**config.mk**
```make
export PLATFORM = sky130hd
export DESIGN_NAME = dr_sync_sink
export DESIGN_NICKNAME = d
export VERILOG_FILES = /design/src/rtl/dr_sync_sink.sv
export SDC_FILE = /design/constraint.sdc
export NUM_CORES = 1
export LEC_CHECK = 0
export CAP_MARGIN = 20
export CORE_AREA = 2 2 152 154
export DETAILED_ROUTE_END_ITERATION = 7
export DIE_AREA = 0 0 154 156
export PLACE_DENSITY_LB_ADDON = 0.1
export SLEW_MARGIN = 25
export SYNTH_ARGS = -nofsm -noshare
export SYNTH_HDL_FRONTEND = slang
export SYNTH_SLANG_ARGS = --single-unit
```
**constraint.sdc**
```tcl
create_clock -name clk -period 2.2 [get_ports clk]
set_input_delay 0.33 -clock clk [delete_from_list [all_inputs] [get_ports clk]]
set_output_delay 0.33 -clock clk [all_outputs]
set_load 0.02 [all_outputs]
```
**src/rtl/dr_sync_sink.sv**
```systemverilog
// dr_sync_sink: clocked receiver for a dual-rail four-phase data channel.
// The completion and null detectors are synchronised into clk.
// The FSM returns the four-phase acknowledge to the producer.
// Each captured codeword is decoded to single-rail and queued in a small FIFO.
// The FIFO head is presented on a registered valid/ready stream.
module dr_sync_sink #(
    parameter int WIDTH       = 32,
    parameter int DEPTH       = 4,
    parameter int SYNC_STAGES = 2
) (
    input  logic                         clk,
    input  logic                         rst,
    input  logic [WIDTH-1:0][1:0]        in,
    output logic                         ack_o,
    output logic                         m_valid,
    input  logic                         m_ready,
    output logic [WIDTH-1:0]             m_data,
    output logic [$clog2(DEPTH+1)-1:0]   level,
    output logic                         err_o
);

    localparam int PTR_W = $clog2(DEPTH);
    localparam int LVL_W = $clog2(DEPTH+1);

    typedef enum logic [1:0] {
        IDLE      = 2'd0,
        CAPTURE   = 2'd1,
        WAIT_NULL = 2'd2
    } state_t;

    // Per-pair views of the dual-rail bus.
    logic [WIDTH-1:0] pair_set;
    logic [WIDTH-1:0] pair_bad;
    logic [WIDTH-1:0] decoded;

    for (genvar gi = 0; gi < WIDTH; gi++) begin : g_pair
        assign pair_set[gi] = in[gi][1] | in[gi][0];
        assign pair_bad[gi] = in[gi][1] & in[gi][0];
        assign decoded[gi]  = in[gi][1];
    end

    // These detectors are driven by the asynchronous bus. They are used only through the synchronisers.
    logic complete_raw;
    logic null_raw;
    assign complete_raw = &pair_set;
    assign null_raw     = ~|pair_set;

    logic [SYNC_STAGES-1:0] complete_sync_reg;
    logic [SYNC_STAGES-1:0] null_sync_reg;
    logic                   complete_s;
    logic                   null_s;

    assign complete_s = complete_sync_reg[SYNC_STAGES-1];
    assign null_s     = null_sync_reg[SYNC_STAGES-1];

    // Synchroniser chains for the completion and null detectors.
    always_ff @(posedge clk) begin
        if (rst) begin
            complete_sync_reg <= '0;
            null_sync_reg     <= '0;
        end else begin
            complete_sync_reg <= {complete_sync_reg[SYNC_STAGES-2:0], complete_raw};
            null_sync_reg     <= {null_sync_reg[SYNC_STAGES-2:0], null_raw};
        end
    end

    state_t                  state_reg;
    logic                    ack_reg;
    logic                    err_reg;
    logic [LVL_W-1:0]        level_reg;
    logic [PTR_W-1:0]        wr_ptr_reg;
    logic [PTR_W-1:0]        rd_ptr_reg;
    logic                    m_valid_reg;
    logic [WIDTH-1:0]        m_data_reg;
    logic [WIDTH-1:0]        mem [DEPTH];

    logic                    push;
    logic                    pop;
    logic [PTR_W-1:0]        rd_sel;
    logic [LVL_W-1:0]        level_after_pop;

    // Capture happens on the edge that leaves IDLE.
    // The full check uses the registered level, so a pop in the same cycle does not unblock that edge.
    assign push            = (state_reg == IDLE) && complete_s && (level_reg < LVL_W'(DEPTH));
    assign pop             = m_valid_reg && m_ready;
    assign rd_sel          = pop ? rd_ptr_reg + PTR_W'(1) : rd_ptr_reg;
    assign level_after_pop = level_reg - LVL_W'(pop);

    // Handshake FSM: IDLE captures and raises ack. CAPTURE lasts one cycle. WAIT_NULL drops ack once the bus returns to null.
    always_ff @(posedge clk) begin
        if (rst) begin
            state_reg <= IDLE;
            ack_reg   <= 1'b0;
            err_reg   <= 1'b0;
        end else begin
            case (state_reg)
                IDLE: begin
                    if (push) begin
                        state_reg <= CAPTURE;
                        ack_reg   <= 1'b1;
                        if (|pair_bad) begin
                            err_reg <= 1'b1;
                        end
                    end
                end
                CAPTURE: begin
                    state_reg <= WAIT_NULL;
                end
                WAIT_NULL: begin
                    if (null_s) begin
                        state_reg <= IDLE;
                        ack_reg   <= 1'b0;
                    end
                end
                default: begin
                    state_reg <= IDLE;
                    ack_reg   <= 1'b0;
                end
            endcase
        end
    end

    // FIFO storage. There is no reset, so the array can map onto RAM.
    always_ff @(posedge clk) begin
        if (push) begin
            mem[wr_ptr_reg] <= decoded;
        end
    end

    // The pointers and occupancy are updated here.
    // The head register reads the entry that will be at the front once this edge's pop is taken into account.
    // A word pushed on this edge therefore appears at the head one edge later.
    always_ff @(posedge clk) begin
        if (rst) begin
            wr_ptr_reg  <= '0;
            rd_ptr_reg  <= '0;
            level_reg   <= '0;
            m_valid_reg <= 1'b0;
            m_data_reg  <= '0;
        end else begin
            if (push) begin
                wr_ptr_reg <= wr_ptr_reg + PTR_W'(1);
            end
            if (pop) begin
                rd_ptr_reg <= rd_ptr_reg + PTR_W'(1);
            end
            case ({push, pop})
                2'b10:   level_reg <= level_reg + LVL_W'(1);
                2'b01:   level_reg <= level_reg - LVL_W'(1);
                default: level_reg <= level_reg;
            endcase
            m_valid_reg <= (level_after_pop != '0);
            m_data_reg  <= mem[rd_sel];
        end
    end

    assign ack_o   = ack_reg;
    assign err_o   = err_reg;
    assign level   = level_reg;
    assign m_valid = m_valid_reg;
    assign m_data  = m_data_reg;

endmodule

```
==> impl_results.md <==
* Run status: complete, no violations
* Highest-count cells in the layout ignoring fill and taps: 128 x edfxtp_1, 104 x clkdlybuf4s50_1, 48 x dfxtp_1
* Async SR Flop Fraction at 0%
* Post-detailed-route wirelength per cell at 20.44 um
* Final setup vio count at 0
* Number of fillers in the final layout at 2041
* Post-Syn Area at 6616 um^2
* Clock slew at the register clock pins of the worst setup and hold paths at 0.06 ns
* Total internal power at 0.005550 W
* Number of cells in the design after placement at 810
* Die width at 154 um
* RSZ-0062 raised after global routing: no
* Final Hold Violating Endpoints at 0
* Layout cells sized above 1 at 20.86%
* Floorplan die height at 156 um
* Arrival time at the worst endpoint at 2.37 ns
* Most common cell after layout, fill and taps aside: edfxtp_1
* Comb power frac at 5.7%
* Floorplan core area at 22370 um^2
* Final critical-path share of the clock period at 91.64%
* Clock tree buffer depth at 2
* Post-route minimum period at 2.016 ns
* Area of combinational cells with multiple inputs at 1722 um^2
* Overall power after layout at 0.007005 W
* Total negative slack at 0 ns
* Post-synthesis average cell area at 17.46 um^2
* Hold slack final at 0.4495 ns
* Drt pass-1 iters at 4
* Sequential fraction of the synthesis area at 72.62%
* Type of the worst setup path: reg2reg
* Worst setup skew after layout at 0.01030 ns
* Worst slew margin relative to its limit at 65.55%
* Synthesis-to-finish area growth at 36.33%
* Pin count of the biggest net entering global routing at 24
* Detail Placement HPWL at 12380 um
* Number of antenna cells inserted at 0
* Yosys warning total at 0
* Routability Congestion at 0.8309
* Met1 Usage GRT at 19.26%
* Port buffer count at 104
* Synth Register Bits at 176
* Clock sinks at 176
* Post-Route WL at 17190 um
* Vias per cell at 4.680
* Aggregate global routing overflow at 0
* Post-synth EDFFs at 128
* Post-route insts no fill at 841
* Switching power summed over all nets at 0.001455 W
* Gate count after technology mapping at 379
* Critical path capture point type: flop
* Path class of the lowest-slack min-delay path: reg2reg
* Post-cts hold buffer count at 0
* IO Pins at 105
* Total nets after synthesis at 453
* Clock network latency to the later pin of the worst-skew pair at 0.42 ns
* Number of flip-flops in the largest register at 128
* Cell repeated most along the worst path: inv_1
* Overall Global Routing Usage at 14.99%
* Number of levels the H-tree was split into at 4
* Worst path cell trace: nor4b_2, inv_1, ha_1, inv_1, fa_1, xor2_1, or3_1, a21oi_1
* Number of rows created at floorplan at 55
* Cts repair resizes at 0
* Vias post-DR at 3936
* Reg2reg setup slack at 0.18 ns
* CTS buffer count at 17
* Flip-flop cell with the highest count after synthesis: edfxtp_1
* Detailed Route Iter0 Violations at 184
* Final Util at 40.33%
* Worst path slowest cell: dfxtp_1
* Peak supply drop at 0.0004416 V
* Achievable clock frequency at 0.4960 GHz
* Die ar. at 24020 um^2
* Root Driver: clkbuf_16
* Layout Nets at 618
* Global-route met2 utilization at 25.48%
* Starting utilization of the core area at 29.58%
* Via count of the first global-routing pass at 4203
* Static leakage power at 3.079 nW
* Critical Path Fanout Max at 5
* Wire length of the first global-routing pass at 26010 um
* Flip-flop and latch area at 4805 um^2
* Buffers inserted during post-CTS setup optimization at 0
* Most crowded layer after global routing: met2
* Data required, critical path at 2.55 ns
* Count of distinct cell types in the synthesized netlist at 35
* Switching share of power at 20.77%
* CTS tree: done
* Worst R2R Path Depth at 8
* DRC violations left at 0
* Register share of total power at 51.0%
* Number of max-cap violations at 0
* Initial antenna violation count at 0
* Nature of the critical path startpoint: flop
* Critical Path Max Stage Delay at 0.48 ns
* Power per Cell Area at 776.6 nW/um^2
* Pins Over Slew Limit at 0
* Transition time of the tightest slew-check pin at 0.5120 ns
* Worst hold path stage count at 1
* Remaining number of nets flagged by the antenna check after routing at 0
* Clock power frac at 43.3%
* Routing usage on met3 at 3.250%
## Yosys cell counts, types with 2 or more instances
| master | count | area, um^2 |
|---|---|---|
| a21oi_1 | 4 | 20.02 |
| a22oi_1 | 16 | 120.1 |
| and2_1 | 33 | 206.5 |
| buf_4 | 3 | 22.52 |
| buf_6 | 3 | 33.78 |
| clkbuf_1 | 5 | 18.77 |
| dfxtp_1 | 48 | 960.9 |
| edfxtp_1 | 128 | 3844 |
| ha_1 | 6 | 75.07 |
| inv_1 | 7 | 26.28 |
| mux4_1 | 3 | 78.83 |
| mux4_2 | 29 | 653.1 |
| nand2_1 | 4 | 15.01 |
| nand3_1 | 2 | 10.01 |
| nand4_1 | 12 | 75.07 |
| nor2_1 | 36 | 135.1 |
| nor2b_1 | 6 | 37.54 |
| nor4_1 | 12 | 75.07 |
| o21ai_0 | 2 | 10.01 |
| o22ai_1 | 4 | 25.02 |
| xor2_1 | 2 | 17.52 |
## worst max-delay path, delay by kind of cell, from the launching register on
kind	cells	cell delay, ns
flip-flops	1	0.48
adder cells (fa/ha/maj)	2	0.57
XOR/XNOR	1	0.16
AO/OA/AOI/OAI	1	0.14
buffers and inverters	2	0.21
AND/OR/NAND/NOR	2	0.40
## layout make-up
cell class,count,share of cell area [%]
Sequential cell,176,53.27
Clock inverter,10,1.401
Clock buffer,21,5.216
Inverter,7,0.2913
Multi-Input combinational cell,185,19.09
Tap cell,285,3.953
Timing Repair Buffer,157,16.78
## stage by stage
step	worst slack [ns]	instance area, um^2
after floorplan	0.03954	6616
after global placement	-0.1154	8423
after detailed placement	-0.1052	8423
after CTS	0.1395	9020
after global routing	0.09050	9020
final	0.1838	9020
## cell families after synthesis
| family | synth area share, % |
|---|---|
| DFF | 72.62 |
| and+or+nand+nor | 9.115 |
| muxes | 11.21 |
| AOI/OAI and AO/OA | 3.026 |
| buffers and inverters | 1.532 |
| adders and majority gates | 1.437 |
| xor gates and xnor gates | 1.059 |
## power groups by stage
stage / logic, W / clock network (W) / registers [W]
after CTS: 0.000403 / 0.00311 / 0.00357
after floorplan: 0.0000643 / 0 / 0.00367
after global placement: 0.000398 / 0 / 0.00364
final: 0.000400 / 0.00303 / 0.00357
after detailed placement: 0.000401 / 0 / 0.00364
after global routing: 0.000427 / 0.00325 / 0.00357
## routing by layer
layer | up-vias | share of wire (%) | wire length [um]
met3 | 11 | 4.5 | 776
met1 | 2014 | 44 | 7600
met5 | - | 0 | 0
met4 | 0 | 1.2 | 211
met2 | 98 | 50 | 8605
li1 | 1813 | - | -
## worst paths after layout
path	from	end
worst max register to register	level[2]$_SDFFE_PP0P_	level[2]$_SDFFE_PP0P_
worst min-delay path	complete_sync_reg[0]$_SDFF_PP0_	complete_sync_reg[1]$_SDFF_PP0_
worst min register to register	complete_sync_reg[0]$_SDFF_PP0_	complete_sync_reg[1]$_SDFF_PP0_
worst max-delay path	level[2]$_SDFFE_PP0P_	level[2]$_SDFFE_PP0P_
No activity file was read; power rests on OpenSTA's default activity.
==> patch 1 (config.mk and constraints unchanged) <==
`m_data_reg` no longer has a reset.
--- a/src/rtl/dr_sync_sink.sv
+++ b/src/rtl/dr_sync_sink.sv
@@ -138,3 +138,2 @@
             m_valid_reg <= 1'b0;
-            m_data_reg  <= '0;
         end else begin
@@ -152,4 +151,7 @@
             m_valid_reg <= (level_after_pop != '0);
-            m_data_reg  <= mem[rd_sel];
         end
+    end
+
+    always_ff @(posedge clk) begin
+        m_data_reg <= mem[rd_sel];
     end
Function: differs if rst is asserted again (counterexample within 10 cycles, from zero or initial values and one cycle with rst high); with rst held inactive, the same outputs for 10 cycles.
==> patch 1 against the unedited design <==
Die area is the same. Routed wire length shrank 3.3%. Area after synthesis shrank 3.3%. Clock power shrank 2%. Sequential cell count is the same. Power shrank 2.5%. Final area shrank 3.4%. Critical endpoint unchanged. Count of clock-buffer cells in the layout shrank 3. Worst setup slack gained 0.048 ns. Utilization shrank 1.4 points.
==> patch 1: results (changes against the unedited design) <==
- The via count of the first global-routing pass is 4012 (-4.5%).
- The total length of routed met3 wires came to 743 um (-4.3%).
- The worst-case headroom to the max-slew limit is 76.2% (+11 points).
- The worst min-delay path endpoint is null_sync_reg[1].
- The run finished with clean final reports.
- The wire length of the first global-routing pass is 25.0 mm (-4.0%).
- The largest clock skew in the final design came to 0.0118 ns (+0.00148 ns).
- The HPWL after detailed placement is 11.8 mm (-4.4%).
- The worst endpoint data arrival time was 2.33 ns (-0.04 ns).
- The post-synthesis net count is 417 (-7.9%).
- The sum of met2 wire segment lengths after detailed routing was 8.08 mm (-6.1%).
- The routing usage on met1 was 18.6% (-0.65 points).
- The adder and majority gate portion of the synthesized area was 1.49% (+0.049 points).
- The global-route total usage across every layer is 14.6% (-0.38 points).
- After synthesis, the cell types taking the most area are sky130_fd_sc_hd__edfxtp_1, sky130_fd_sc_hd__dfxtp_1, sky130_fd_sc_hd__mux4_2, sky130_fd_sc_hd__nor2_1, sky130_fd_sc_hd__a22oi_1.
- The worst supply voltage drop on vdd is 0.000449 V (+1.6%).
- The routed metal-1 wirelength came to 7.56 mm (-0.55%).
- The wire length per cell is 20.8 um (+1.6%).
- The pin count of the biggest net entering global routing came to 32 (+33%).
- The fraction of synthesized cell area in xor and xnor cells was 1.10% (+0.036 points).
- The met3 routing resource usage after global routing is 3.67% (+0.42 points).
- The number of fillers in the final layout is 2081 (+2.0%).
- Sorting the synthesized cells by how often they occur yields sky130_fd_sc_hd__edfxtp_1, sky130_fd_sc_hd__dfxtp_1, sky130_fd_sc_hd__nor2_1, sky130_fd_sc_hd__mux4_2, sky130_fd_sc_hd__a22oi_1.
- The net count reported at finish came to 575 (-7.0%).
- The routability congestion estimate from global placement is 0.886 (+6.6%).
- The mean number of vias per cell is 4.60 (-1.7%).
- The worst hold path begins at null_sync_reg[0].
- The static leakage was 2.99 nW (-2.9%).
- The register-to-register setup slack is 0.23 ns (+0.05 ns).
- The cell depth of the worst min-delay path is 1 (unchanged).
- The number of antenna violations at the first check in global routing is 1 (+1).
- The number of flops mapped to enable cells by yosys is 128 (unchanged).
- The share of cell area taken by muxes after synthesis is 11.6% (+0.39 points).
## patch 1: area by class of cell
| cell class | count | share of cell area [%] |
|---|---|---|
| Multi-Input combinational cell | 153 | 17.4 |
| Clock buffer | 18 | 4.92 |
| Inverter | 7 | 0.301 |
| Sequential cell | 176 | 55.1 |
| Timing Repair Buffer | 146 | 16.4 |
| Tap cell | 285 | 4.09 |
| Clock inverter | 14 | 1.71 |
| Antenna cell | 1 | 0.0287 |
## patch 1: power breakdown
part           internal (mW)  total [mW]  switching [mW]  leakage (nW)
logic                  0.162       0.306           0.145          1.17
registers               3.55        3.55        0.000248          1.55
clock network           1.61        2.98            1.37         0.277
total                   5.32        6.83            1.51          2.99
## patch 1: through the flow
stage	cell area (um^2)	setup WS [ns]	instances	hold WS, ns	power, mW
finish	8720	0.232	800	0.447	6.83
global placement	8140	-0.125	767	0.444	3.93
detailed placement	8140	-0.0854	767	0.445	3.93
CTS	8710	0.219	799	0.455	6.92
floorplan	6400	0.127	343	0.402	3.67
global route	8720	0.106	800	0.488	7.08
==> patch 2 (config.mk and constraints unchanged) <==
Made on the original files. The parameter `WIDTH` goes from 32 to 16.
--- a/src/rtl/dr_sync_sink.sv
+++ b/src/rtl/dr_sync_sink.sv
@@ -6,3 +6,3 @@
 module dr_sync_sink #(
-    parameter int WIDTH       = 32,
+    parameter int WIDTH       = 16,
     parameter int DEPTH       = 4,
Ports: changed (resized in and m_data); port bits go from 105 to 57. The function was not compared with the original's and may differ.
==> patch 2 against the unedited design <==
Hold slack gained 0.0046 ns. Power shrank 45%. Count of clock-buffer cells in the layout shrank 11. Area after synthesis shrank 44%. Non-clock buffer count shrank 72. Combinational power shrank 44%. Sequential cell count shrank 80. Via count shrank 36%. Global-route usage shrank 5.3 points. Final area shrank 43%. Worst setup slack gained 0.097 ns. Routed wire length shrank 36%. Critical path type unchanged. Largest power group unchanged.
==> patch 2: results (changes against the unedited design) <==
- The number of buffer cells added on primary ports is 56 (-46%).
- The area fraction in compound gates after synthesis is 10.7% (+7.7 points).
- The net count reported at finish was 401 (-35%).
- The static leakage is 1.68 nW (-45%).
- The worst supply voltage drop on vdd is 0.000331 V (-25%).
- The total via count after detailed routing is 2507 (-36%).
- The cell class contributing the biggest share of worst-path delay is simple AND/OR/NAND/NOR gates.
- The met3 routing resource usage after global routing is 3.28% (+0.028 points).
- After synthesis, the most frequently instantiated cells are sky130_fd_sc_hd__edfxtp_1, sky130_fd_sc_hd__nand2_1, sky130_fd_sc_hd__dfxtp_1, sky130_fd_sc_hd__nor2b_1.
- The placement-stage cell area is 4840 um^2 (-42%).
- The largest clock skew in the final design came to 0.00496 ns (-0.00534 ns).
- The flip-flop count of the largest register after layout came to 64 (-50%).
- The critical path required time came to 2.49 ns (-0.06 ns).
- The via count of the first global-routing pass was 2672 (-36%).
- The worst hold slack after final layout is 0.454 ns (+0.00463 ns).
- The insertion delay to the later sink of the worst-skew pair is 0.35 ns (-0.07 ns).
- The post-placement worst setup slack came to 0.00794 ns (+0.113 ns).
- The fraction of synthesized cell area in xor and xnor cells is 2.61% (+1.6 points).
- The routing usage on met1 was 13.1% (-6.1 points).
- The post-cts sizing count is 0 (unchanged).
- The global-route total usage across every layer is 9.73% (-5.3 points).
- The critical path's largest stage delay is 0.40 ns (-0.08 ns).
- The routability congestion estimate from global placement is 0.751 (-9.6%).
- The slowest stage of the critical path belongs to the cell sky130_fd_sc_hd__nor4b_2.
- The run finished with clean final reports.
- The clock buffer count from CTS was 9 (-8).
- Ranked by total cell area, the synthesized netlist is headed by sky130_fd_sc_hd__edfxtp_1, sky130_fd_sc_hd__dfxtp_1, sky130_fd_sc_hd__a311oi_1, sky130_fd_sc_hd__nand2_1, sky130_fd_sc_hd__a211oi_1.
- The fraction of final layout cells with drive strength greater than 1 is 14.0% (-6.9 points).
- The wire length of the first global-routing pass came to 16.7 mm (-36%).
- The cell depth of the worst min-delay path is 1 (unchanged).
- The post-synthesis net count is 317 (-30%).
- The number of DRC markers after the initial detailed-route iteration is 87 (-53%).
- The number of antenna violations at the first check in global routing is 1 (+1).
- The pin count of the biggest net entering global routing is 33 (+38%).
- The sequential share of the synthesized area is 68.6% (-4.1 points).
- The detailed-route wire length came to 11.0 mm (-36%).
- The cell count after placement is 633 (-22%).
- The distinct cell type count after synthesis is 39 (+11%).
- The HPWL after detailed placement is 7.57 mm (-39%).
- The register-to-register setup slack came to 0.28 ns (+0.10 ns).
- The number of levels the H-tree was split into is 3 (-1).
- The slew at the pin closest to its max-slew limit is 0.454 ns (-0.0577 ns).
- The per-instance average area after synthesis came to 13.6 um^2 (-22%).
- The number of flops mapped to enable cells by yosys is 64 (-50%).
- The adder and majority gate portion of the synthesized area is 2.54% (+1.1 points).
- In the synthesized netlist the dominant register cell turns out to be sky130_fd_sc_hd__edfxtp_1.
==> patch 2: cell count changes in the layout (fill, tap and decap cells not counted), sizes merged, moves of 11 or more <==
| cell | delta |
|---|---|
| clkbuf | -11 |
| buf | -24 |
| a311oi | +16 |
| dfxtp | -16 |
| nor2 | -24 |
| clkdlybuf4s50 | -48 |
| nand2 | +33 |
| edfxtp | -64 |
| and2 | -29 |
| mux4 | -32 |
| nor2b | +13 |
| a211oi | +16 |
==> patch 2: cell families after synthesis <==
family | Yosys count
buf+inv | 18
simple gates | 94
compound gates | 53
flops | 96
xor+xnor | 6
mux | 1
fa+ha+maj | 7
==> patch 2: cell type report <==
type / count / area [um^2]
fillers: 2349 / 17200
flip-flops and latches: 96 / 2560
multi-input cells: 161 / 1090
repair buffers: 85 / 816
well taps: 285 / 357
clock buffers: 10 / 229
clock inverters: 6 / 91.3
inverters: 6 / 22.5
diodes: 1 / 2.50
==> patch 2: how the worst max path moves through the flow <==
| stage | cells past startpoint | slack, ns | start | to |
|---|---|---|---|---|
| detailed placement | 8 | 0.008 | m_ready | level[2] |
| finish | 8 | 0.28 | level[2] | level[2] |
| global route | 8 | 0.15 | level[2] | level[2] |
| global placement | 8 | 0.05 | m_ready | level[2] |
| floorplan | 8 | 0.14 | level[2] | level[2] |
| CTS | 8 | 0.28 | level[2] | level[2] |
==> patch 2: power by group <==
group / internal [mW] / switching [mW]
sequential: 1.93 / 0.00391
combinational: 0.110 / 0.113
clock: 1.01 / 0.700
total: 3.05 / 0.817
==> patch 2: routing by layer <==
metal / wire, um / vias to the layer above
met5: 0 / -
met4: 125 / 0
met3: 746 / 9
met2: 4830 / 81
met1: 5340 / 1201
li1: - / 1216
